$ cat src/rtl/fft_pkg.sv
// Shared definitions for the 8-point FFT datapath: sample width, frame
// length and the framer read-side state encoding.
package fft_pkg;

  localparam int DATA_W = 16;
  localparam int N      = 8;
  localparam int LOG2N  = 3;

  // Slot index of the final sample in a frame.
  localparam logic [LOG2N-1:0] LAST_IDX = LOG2N'(N - 1);

  // Read-side (FFT-facing) controller states.
  typedef enum logic [1:0] {
    R_IDLE  = 2'd0,
    R_START = 2'd1,
    R_WAIT  = 2'd2
  } rd_state_e;

  // Packed complex sample as stored in a bank.
  typedef struct packed {
    logic [DATA_W-1:0] re;
    logic [DATA_W-1:0] im;
  } cplx_t;

endpackage

$ cat src/rtl/fft_frame_bank.sv
// One N-entry complex sample register bank: indexed single-entry write,
// full-width parallel read-out. Contents clear to zero on reset.
module fft_frame_bank
  import fft_pkg::*;
(
  input  logic              clk,
  input  logic              rst,
  input  logic              we_i,
  input  logic [LOG2N-1:0]  idx_i,
  input  logic [DATA_W-1:0] wr_real_i,
  input  logic [DATA_W-1:0] wr_imag_i,
  output logic [DATA_W-1:0] rd_real_o [N-1:0],
  output logic [DATA_W-1:0] rd_imag_o [N-1:0]
);

  logic [DATA_W-1:0] real_q [N-1:0];
  logic [DATA_W-1:0] imag_q [N-1:0];

  // Store one sample into the addressed slot; everything clears on reset.
  always_ff @(posedge clk or negedge rst) begin
    if (!rst) begin
      for (int i = 0; i < N; i++) begin
        real_q[i] <= '0;
        imag_q[i] <= '0;
      end
    end else if (we_i) begin
      real_q[idx_i] <= wr_real_i;
      imag_q[idx_i] <= wr_imag_i;
    end
  end

  // Whole bank is visible in parallel.
  always_comb begin
    for (int i = 0; i < N; i++) begin
      rd_real_o[i] = real_q[i];
      rd_imag_o[i] = imag_q[i];
    end
  end

endmodule

$ cat src/rtl/fft_8_input_framer.sv
// Serial-to-frame feeder for the 8-point FFT. Samples arrive over a
// valid/ready stream and are packed into one of two banks (ping-pong).
// A full bank is presented to the FFT with a one-cycle start pulse and
// held until the FFT signals done, while the other bank keeps filling.
//
// Handshake: a sample transfers on a rising edge where s_valid and s_ready
// are both high. s_ready depends only on registered full flags, so it never
// combinationally follows s_valid or fft_done. The source may hold s_valid
// with stable data for any number of cycles until the transfer happens.
module fft_8_input_framer
  import fft_pkg::*;
(
  input  logic              clk,
  input  logic              rst,
  input  logic              s_valid,
  output logic              s_ready,
  input  logic [DATA_W-1:0] s_real,
  input  logic [DATA_W-1:0] s_imag,
  input  logic              s_last,
  output logic [DATA_W-1:0] frame_real [N-1:0],
  output logic [DATA_W-1:0] frame_imag [N-1:0],
  output logic              fft_start,
  input  logic              fft_done,
  output logic              sync_err,
  output logic [15:0]       frame_cnt,
  output rd_state_e         dbg_rd_state
);

  // Write-side pointers and per-bank full flags.
  logic             wr_bank_q;
  logic [LOG2N-1:0] wr_idx_q;
  logic [1:0]       full_q;
  logic [1:0]       full_d;
  logic             sync_err_q;

  // Read-side controller registers.
  rd_state_e        state_q;
  logic             rd_bank_q;
  logic             fft_start_q;
  logic [15:0]      frame_cnt_q;

  // Decoded events for this cycle.
  logic accept;
  logic last_slot;
  logic bad_last;
  logic do_write;
  logic frame_fill;
  logic frame_release;

  assign s_ready       = !full_q[wr_bank_q];
  assign accept        = s_valid && s_ready;
  assign last_slot     = (wr_idx_q == LAST_IDX);
  // A frame marker that lands before the last slot aborts the partial frame.
  assign bad_last      = accept && s_last && !last_slot;
  assign do_write      = accept && !bad_last;
  assign frame_fill    = accept && last_slot;
  assign frame_release = (state_q == R_WAIT) && fft_done;

  // Two banks; only the bank under the write pointer takes the sample.
  logic [DATA_W-1:0] b0_real [N-1:0];
  logic [DATA_W-1:0] b0_imag [N-1:0];
  logic [DATA_W-1:0] b1_real [N-1:0];
  logic [DATA_W-1:0] b1_imag [N-1:0];

  fft_frame_bank u_bank0 (
    .clk       (clk),
    .rst       (rst),
    .we_i      (do_write && !wr_bank_q),
    .idx_i     (wr_idx_q),
    .wr_real_i (s_real),
    .wr_imag_i (s_imag),
    .rd_real_o (b0_real),
    .rd_imag_o (b0_imag)
  );

  fft_frame_bank u_bank1 (
    .clk       (clk),
    .rst       (rst),
    .we_i      (do_write && wr_bank_q),
    .idx_i     (wr_idx_q),
    .wr_real_i (s_real),
    .wr_imag_i (s_imag),
    .rd_real_o (b1_real),
    .rd_imag_o (b1_imag)
  );

  // Next full flags: fill and release can coincide, but never on one bank,
  // because a full read bank blocks writes to itself.
  always_comb begin
    full_d = full_q;
    if (frame_fill) begin
      full_d[wr_bank_q] = 1'b1;
    end
    if (frame_release) begin
      full_d[rd_bank_q] = 1'b0;
    end
  end

  // Write pointer, bank toggle on the eighth sample, sticky framing error.
  always_ff @(posedge clk or negedge rst) begin
    if (!rst) begin
      wr_bank_q  <= 1'b0;
      wr_idx_q   <= '0;
      full_q     <= 2'b00;
      sync_err_q <= 1'b0;
    end else begin
      full_q <= full_d;
      if (frame_fill) begin
        wr_idx_q  <= '0;
        wr_bank_q <= !wr_bank_q;
      end else if (bad_last) begin
        wr_idx_q   <= '0;
        sync_err_q <= 1'b1;
      end else if (accept) begin
        wr_idx_q <= wr_idx_q + LOG2N'(1);
      end
    end
  end

  // Read controller: present the read bank, pulse start, wait for done.
  // Idle looks at the next-state full flag so start follows the last
  // accept by one cycle; after a release it passes through idle once.
  always_ff @(posedge clk or negedge rst) begin
    if (!rst) begin
      state_q     <= R_IDLE;
      rd_bank_q   <= 1'b0;
      fft_start_q <= 1'b0;
      frame_cnt_q <= 16'd0;
    end else begin
      case (state_q)
        R_IDLE: begin
          fft_start_q <= 1'b0;
          if (full_d[rd_bank_q]) begin
            state_q     <= R_START;
            fft_start_q <= 1'b1;
          end
        end
        R_START: begin
          fft_start_q <= 1'b0;
          state_q     <= R_WAIT;
        end
        R_WAIT: begin
          fft_start_q <= 1'b0;
          if (fft_done) begin
            rd_bank_q   <= !rd_bank_q;
            frame_cnt_q <= frame_cnt_q + 16'd1;
            state_q     <= R_IDLE;
          end
        end
        default: begin
          fft_start_q <= 1'b0;
          state_q     <= R_IDLE;
        end
      endcase
    end
  end

  // Frame output follows the read pointer; that bank cannot be written
  // while it is full, so the data is stable for the whole FFT run.
  always_comb begin
    for (int i = 0; i < N; i++) begin
      frame_real[i] = rd_bank_q ? b1_real[i] : b0_real[i];
      frame_imag[i] = rd_bank_q ? b1_imag[i] : b0_imag[i];
    end
  end

  assign fft_start    = fft_start_q;
  assign sync_err     = sync_err_q;
  assign frame_cnt    = frame_cnt_q;
  assign dbg_rd_state = state_q;

endmodule

$ cat config.mk
export PLATFORM = sky130hd
export DESIGN_NAME = fft_8_input_framer
export DESIGN_NICKNAME = d
export VERILOG_FILES = /design/src/rtl/fft_pkg.sv /design/src/rtl/fft_frame_bank.sv /design/src/rtl/fft_8_input_framer.sv
export SDC_FILE = /design/constraint.sdc
export NUM_CORES = 1
export LEC_CHECK = 0
export ABC_AREA = 1
export CORE_AREA = 2 2 210 212
export DETAILED_ROUTE_END_ITERATION = 10
export DIE_AREA = 0 0 212 214
export PLACE_DENSITY_LB_ADDON = 0.1
export SLEW_MARGIN = 15
export SYNTH_ARGS = -nofsm -noshare
export SYNTH_HDL_FRONTEND = slang
export SYNTH_SLANG_ARGS = --single-unit
$ cat constraint.sdc
create_clock -name clk -period 5.8 [get_ports clk]
set_input_delay 0.58 -clock clk [delete_from_list [all_inputs] [get_ports clk]]
set_output_delay 0.58 -clock clk [all_outputs]
set_load 0.05 [all_outputs]
# [Word level (Yosys, flattened, before mapping)]
# Index checks and enable logic that the tools add are counted.
[word_totals] reg_bits=539 inputBits=37 elab_cells=118 out_inout_bits=277
[classes] muxes=40 reduce_logical=21 n_bitwise=4 n_addsub=2 eq_ne=5 n_lt_le_gt_ge=6
[ops] operator="bitwise mux 128 bit" n=4
[ops] operator="two-way mux 16 bit" n=17
[ops] operator="demux 16 bit (select 3 bit)" n=1
[ops] operator="adder 16 x 1 -> 16 bit (second input constant)" n=1
[ops] operator="logical AND 1 bit" n=11
[ops] operator="two-way mux 3 bit" n=3
[ops] operator="two-way mux 1 bit" n=8
[ops] operator="two-way mux 2 bit" n=4
[ops] operator="one-hot mux 2 bit (3 select lines)" n=1
[ops] operator="AND reduction 2 bit" n=3
[ops] operator="zero test 1 bit" n=5
[ops] operator="less-than comparator 1 x 2 -> 1 bit (second input constant)" n=2
[ops] operator="less-than comparator 3 x 4 -> 1 bit (second input constant)" n=1
[ops] operator="inequality test 2 bit (second input constant)" n=2
[ops] operator="adder 3 x 1 -> 3 bit (second input constant)" n=1
[ops] operator="equality test 3 bit (second input constant)" n=1
[ops] operator=">= comparator 3 x 1 -> 1 bit (second input constant)" n=1
[ops] operator="nonzero test 3 bit" n=1
[ops] operator="bitwise AND 2 bit" n=1
[ops] operator="demux 1 bit (select 1 bit)" n=2
[ops] operator="equality test 2 x 1 -> 1 bit (second input constant)" n=1
[ops] operator="equality test 2 bit (second input constant)" n=1
[ops] operator=">= comparator 1 bit (second input constant)" n=2
[ops] operator="zero test 2 bit" n=1
[ops] operator="other kinds (3)" n=3

# [Depth between registers and ports, before layout]
[depth] ltp_word=12 mapped_depth=10 depth_no_buf=8

# [Cells and area by module]
# From an unflattened synthesis, not the netlist that was laid out.
[hier_totals] cells_unflattened=3287 area_unflattened_um2=24534.8
[modules_own_cells] mod="fft_frame_bank" cells_per_inst=1145 area_per_inst_um2=9994.6 seq_area_each_um2=6406.1 instances=2
[modules_own_cells] mod="fft_8_input_framer" cells_per_inst=997 area_per_inst_um2=4545.6 seq_area_each_um2=675.6 instances=1

# [Worst setup path after synthesis]
# OpenSTA, ideal clock, no wires.
[synth_path] path_kind="reg-to-output" start="register rd_bank_q" end="output frame_imag[117] (netlist name)" arrival_ns=1.561 path_buffers=3 slack_ns=3.659 stages_incl_launch_ff=7 path_cell_list="dfrtp_1 -> clkbuf_1 -> inv_2 -> clkbuf_1 -> buf_1 -> nand2_1 -> nand2_1"
[synth_rtl] element="from (decl)" line="fft_8_input_framer.sv:38" text="logic rd_bank_q;"
[synth_rtl] element="from (signal assigned)" line="fft_8_input_framer.sv:145" text="rd_bank_q <= !rd_bank_q;"
[synth_rtl] element="to (decl)" line="fft_8_input_framer.sv:21" text="output logic [DATA_W-1:0] frame_imag [N-1:0],"

==> run metrics <==
CTS tree yes; TritonRoute pass-1 iters 6; vias 24300; number of flops mapped to enable cells by yosys 0; routing usage on met3 7.01%; Worst Setup End Kind output pin; TritonCTS buffer count 55; grt met2 use between 50% and 60%; Final Critical Period 4.28 ns; Max Cap Violations 0; DRC viols 0; Slew Limit Headroom 5.66%; Final Max Tran Viols 0; input/output buffers 313; Psw 8.45 mW; Setup CP Type reg -> out; Fin Setup TNS 0 ns; share of synthesized registers carrying an async set or reset 100%; syn nets between 3000 and 4000; switching portion of total power roughly half; H-Tree Depth 2; status completed; worst slew pin tran 1.42 ns; Post-Route WL 80.4 mm; Total Power 17.6 mW; Clock Skew 0.0164 ns; Synth top cells by count nand2_1 (1828), dfrtp_1 (539), nand4_1 (513); row cnt 76; CTS Buffer Depth 3; Final nets 3433; full die area 45400 um^2; Worst EP arrival 3.70 ns; startpoint type of the worst setup path flip-flop; most numerous cell in the Yosys netlist nand2_1; syn_area_per_cell 7.68 um^2; worst path required time 5.22 ns; pre-CTS setup slack 1.89 ns; # fillers 3441; Hold Crit Class in -> async; register bit total from synthesis 539; layout cells sized above 1 4.08%; largest net degree at the start of global routing roughly 230; Tcrit/Tclk final 73.8%; clock share of power 19.7%; die height 214 um; top area cells in the synthesized netlist dfrtp_1 (53%), nand2_1 (27%), nand4_1 (13%); worst setup margin 1.52 ns; # setup viols final 0; RSZ-0062 raised after global routing no; Non-Filler Instances 4020; P_leak 16.0 nW; Remaining Overflow, GRT 0; core area 42900 um^2; GRT Max-Usage Layer met1; hpwl dp roughly 46 mm; cell accounting for the most synthesized area dfrtp_1; Yosys Warn Count 0; Routed Antenna Nets 0; wire per inst 20.0 um; Initial Util 59.6%; CTS sink cnt 539; Layout area overhead 18.3%; Most used DFF post-synth dfrtp_1; fmax 234 MHz; CTS root buf clkbuf_16; Reg power frac approximately a third; cell total after placement 3920; number of global-route vias before repair 23000; GPL Wtd Cong 0.857; top cell type's share of synthesized area 52.8%; Post-Synthesis Cells around 3300; met1 Track Usage GR 52.3%; mapped cell area 25600 um^2; first-pass GRT wire length 128 mm; clk slew on worst S/H paths 0.06 ns; Hold Fails Final Rpt 0; pwr dens 581 nW/um^2; via/cell ratio 6.04; CP Max Fanout 227; number of antenna violations at the first check in global routing 1; Die X 212 um; Post-CTS Resized 0; Post-CTS Setup Repair Bufs 0; Clock Latency Late Sink 0.61 ns; Cell Int Power approximately 9.1 mW; overall global routing resource usage 35.5%; final antenna diode count 0; sequential-to-total area share from yosys stat 52.8%; library cells used by synthesis 25; IO Count 314; Starting DRT DRC Count 3001; Max IR drop VDD 0.000544 V; combinational share of power 48.4%
-- per-stage QoR --
step | cell area, um^2 | utilization, % | hold WS [ns]
after floorplan | 25600 | - | 0.284
after global placement | 28500 | 66.5 | 0.435
after detailed placement | 28500 | 66.5 | 0.433
after CTS | 30300 | 70.5 | 0.389
after global routing | 30300 | 70.5 | 0.419
final | 30300 | 70.5 | 0.410
-- worst max-delay path, cell delays in order (launching register included) --
cell             delay (ns)
dfrtp_4                0.70
buf_12                 0.67
nand2_1                0.13
nand2_1                0.24
clkdlybuf4s50_1        0.87
-- layer usage --
metal / part of all wire [%] / up-vias
li1: - / 11000
met1: 41 / 11800
met2: 46 / 1331
met3: 11 / 164
met4: 3.1 / 2
met5: 0.011 / -
-- worst paths after layout --
check                      slack (ns)  depth (start not counted)                    end                   from
setup / recovery                 1.52                          4         frame_imag[50]              rd_bank_q
hold / removal                   0.41                          2          frame_cnt[10]                    rst
setup reg to reg                 1.82                          8  u_bank1.rd_imag_o[17]              wr_bank_q
hold reg to reg                  0.47                          2  u_bank1.rd_real_o[20]  u_bank1.rd_real_o[20]
max in group asynchronous        4.09                          3  u_bank0.rd_imag_o[63]                    rst
min in group clk                 0.47                          2  u_bank1.rd_real_o[20]  u_bank1.rd_real_o[20]
-- power groups by stage --
stage	Sequential (mW)	Clock [mW]	Combinational, mW
after floorplan	5.49	0	5.72
after global placement	5.59	0	8.33
after detailed placement	5.64	0	8.42
after CTS	5.59	3.48	8.46
after global routing	5.74	3.64	9.02
final	5.61	3.46	8.51
-- placed cells by master (no fill, tap or decap), drive strengths merged, types with 3 or more instances in the layout --
cell type | Yosys | routed
ha | 3 | 3
dfrtp | 539 | 539
clkinv | 0 | 8
nand4 | 513 | 513
nand2 | 1828 | 1828
nand3 | 27 | 27
a21oi | 6 | 6
nor2 | 17 | 17
buf | 96 | 38
clkdlybuf4s50 | 0 | 312
xor2 | 9 | 9
o21ai | 5 | 5
clkbuf | 247 | 90
inv | 17 | 17
a31o | 3 | 3
nor3 | 10 | 10
-- sequential cells by signal (all words and copies together) (netlist names) --
register / cells
u_bank1.rd_real_o: 128
u_bank0.rd_imag_o: 128
fft_start: 1
rd_bank_q: 1
u_bank1.rd_imag_o: 128
wr_idx_q: 3
dbg_rd_state: 2
frame_cnt: 16
wr_bank_q: 1
sync_err: 1
u_bank0.rd_real_o: 128
full_q: 2
-- logic make-up (layout without fill, tap and decap cells) --
family / Yosys count / in the layout / share of synthesized area, %
fa+ha+maj: 3 / 3 / 0.147
compound gates: 15 / 15 / 0.392
flops: 539 / 539 / 52.8
xor+xnor: 11 / 11 / 0.377
simple gates: 2400 / 2400 / 40.6
buf+inv: 360 / 467 / 5.69
-- area by class of cell --
type | count | area (um^2) | share of cell area, %
Sequential cell | 539 | 13500 | 44.6
Inverter | 17 | 78.8 | 0.261
Clock inverter | 9 | 70.1 | 0.232
Tap cell | 585 | 732 | 2.42
Clock buffer | 90 | 1670 | 5.52
Timing Repair Buffer | 351 | 3530 | 11.7
Multi-Input combinational cell | 2429 | 10700 | 35.3
-- timing repair --
action | CTS | global route
hold endpoints to repair | 19 | 0
hold buffers | 1 | 0
setup endpoints to repair | 0 | 0
Note: power is estimated with default switching activity, not from simulation.
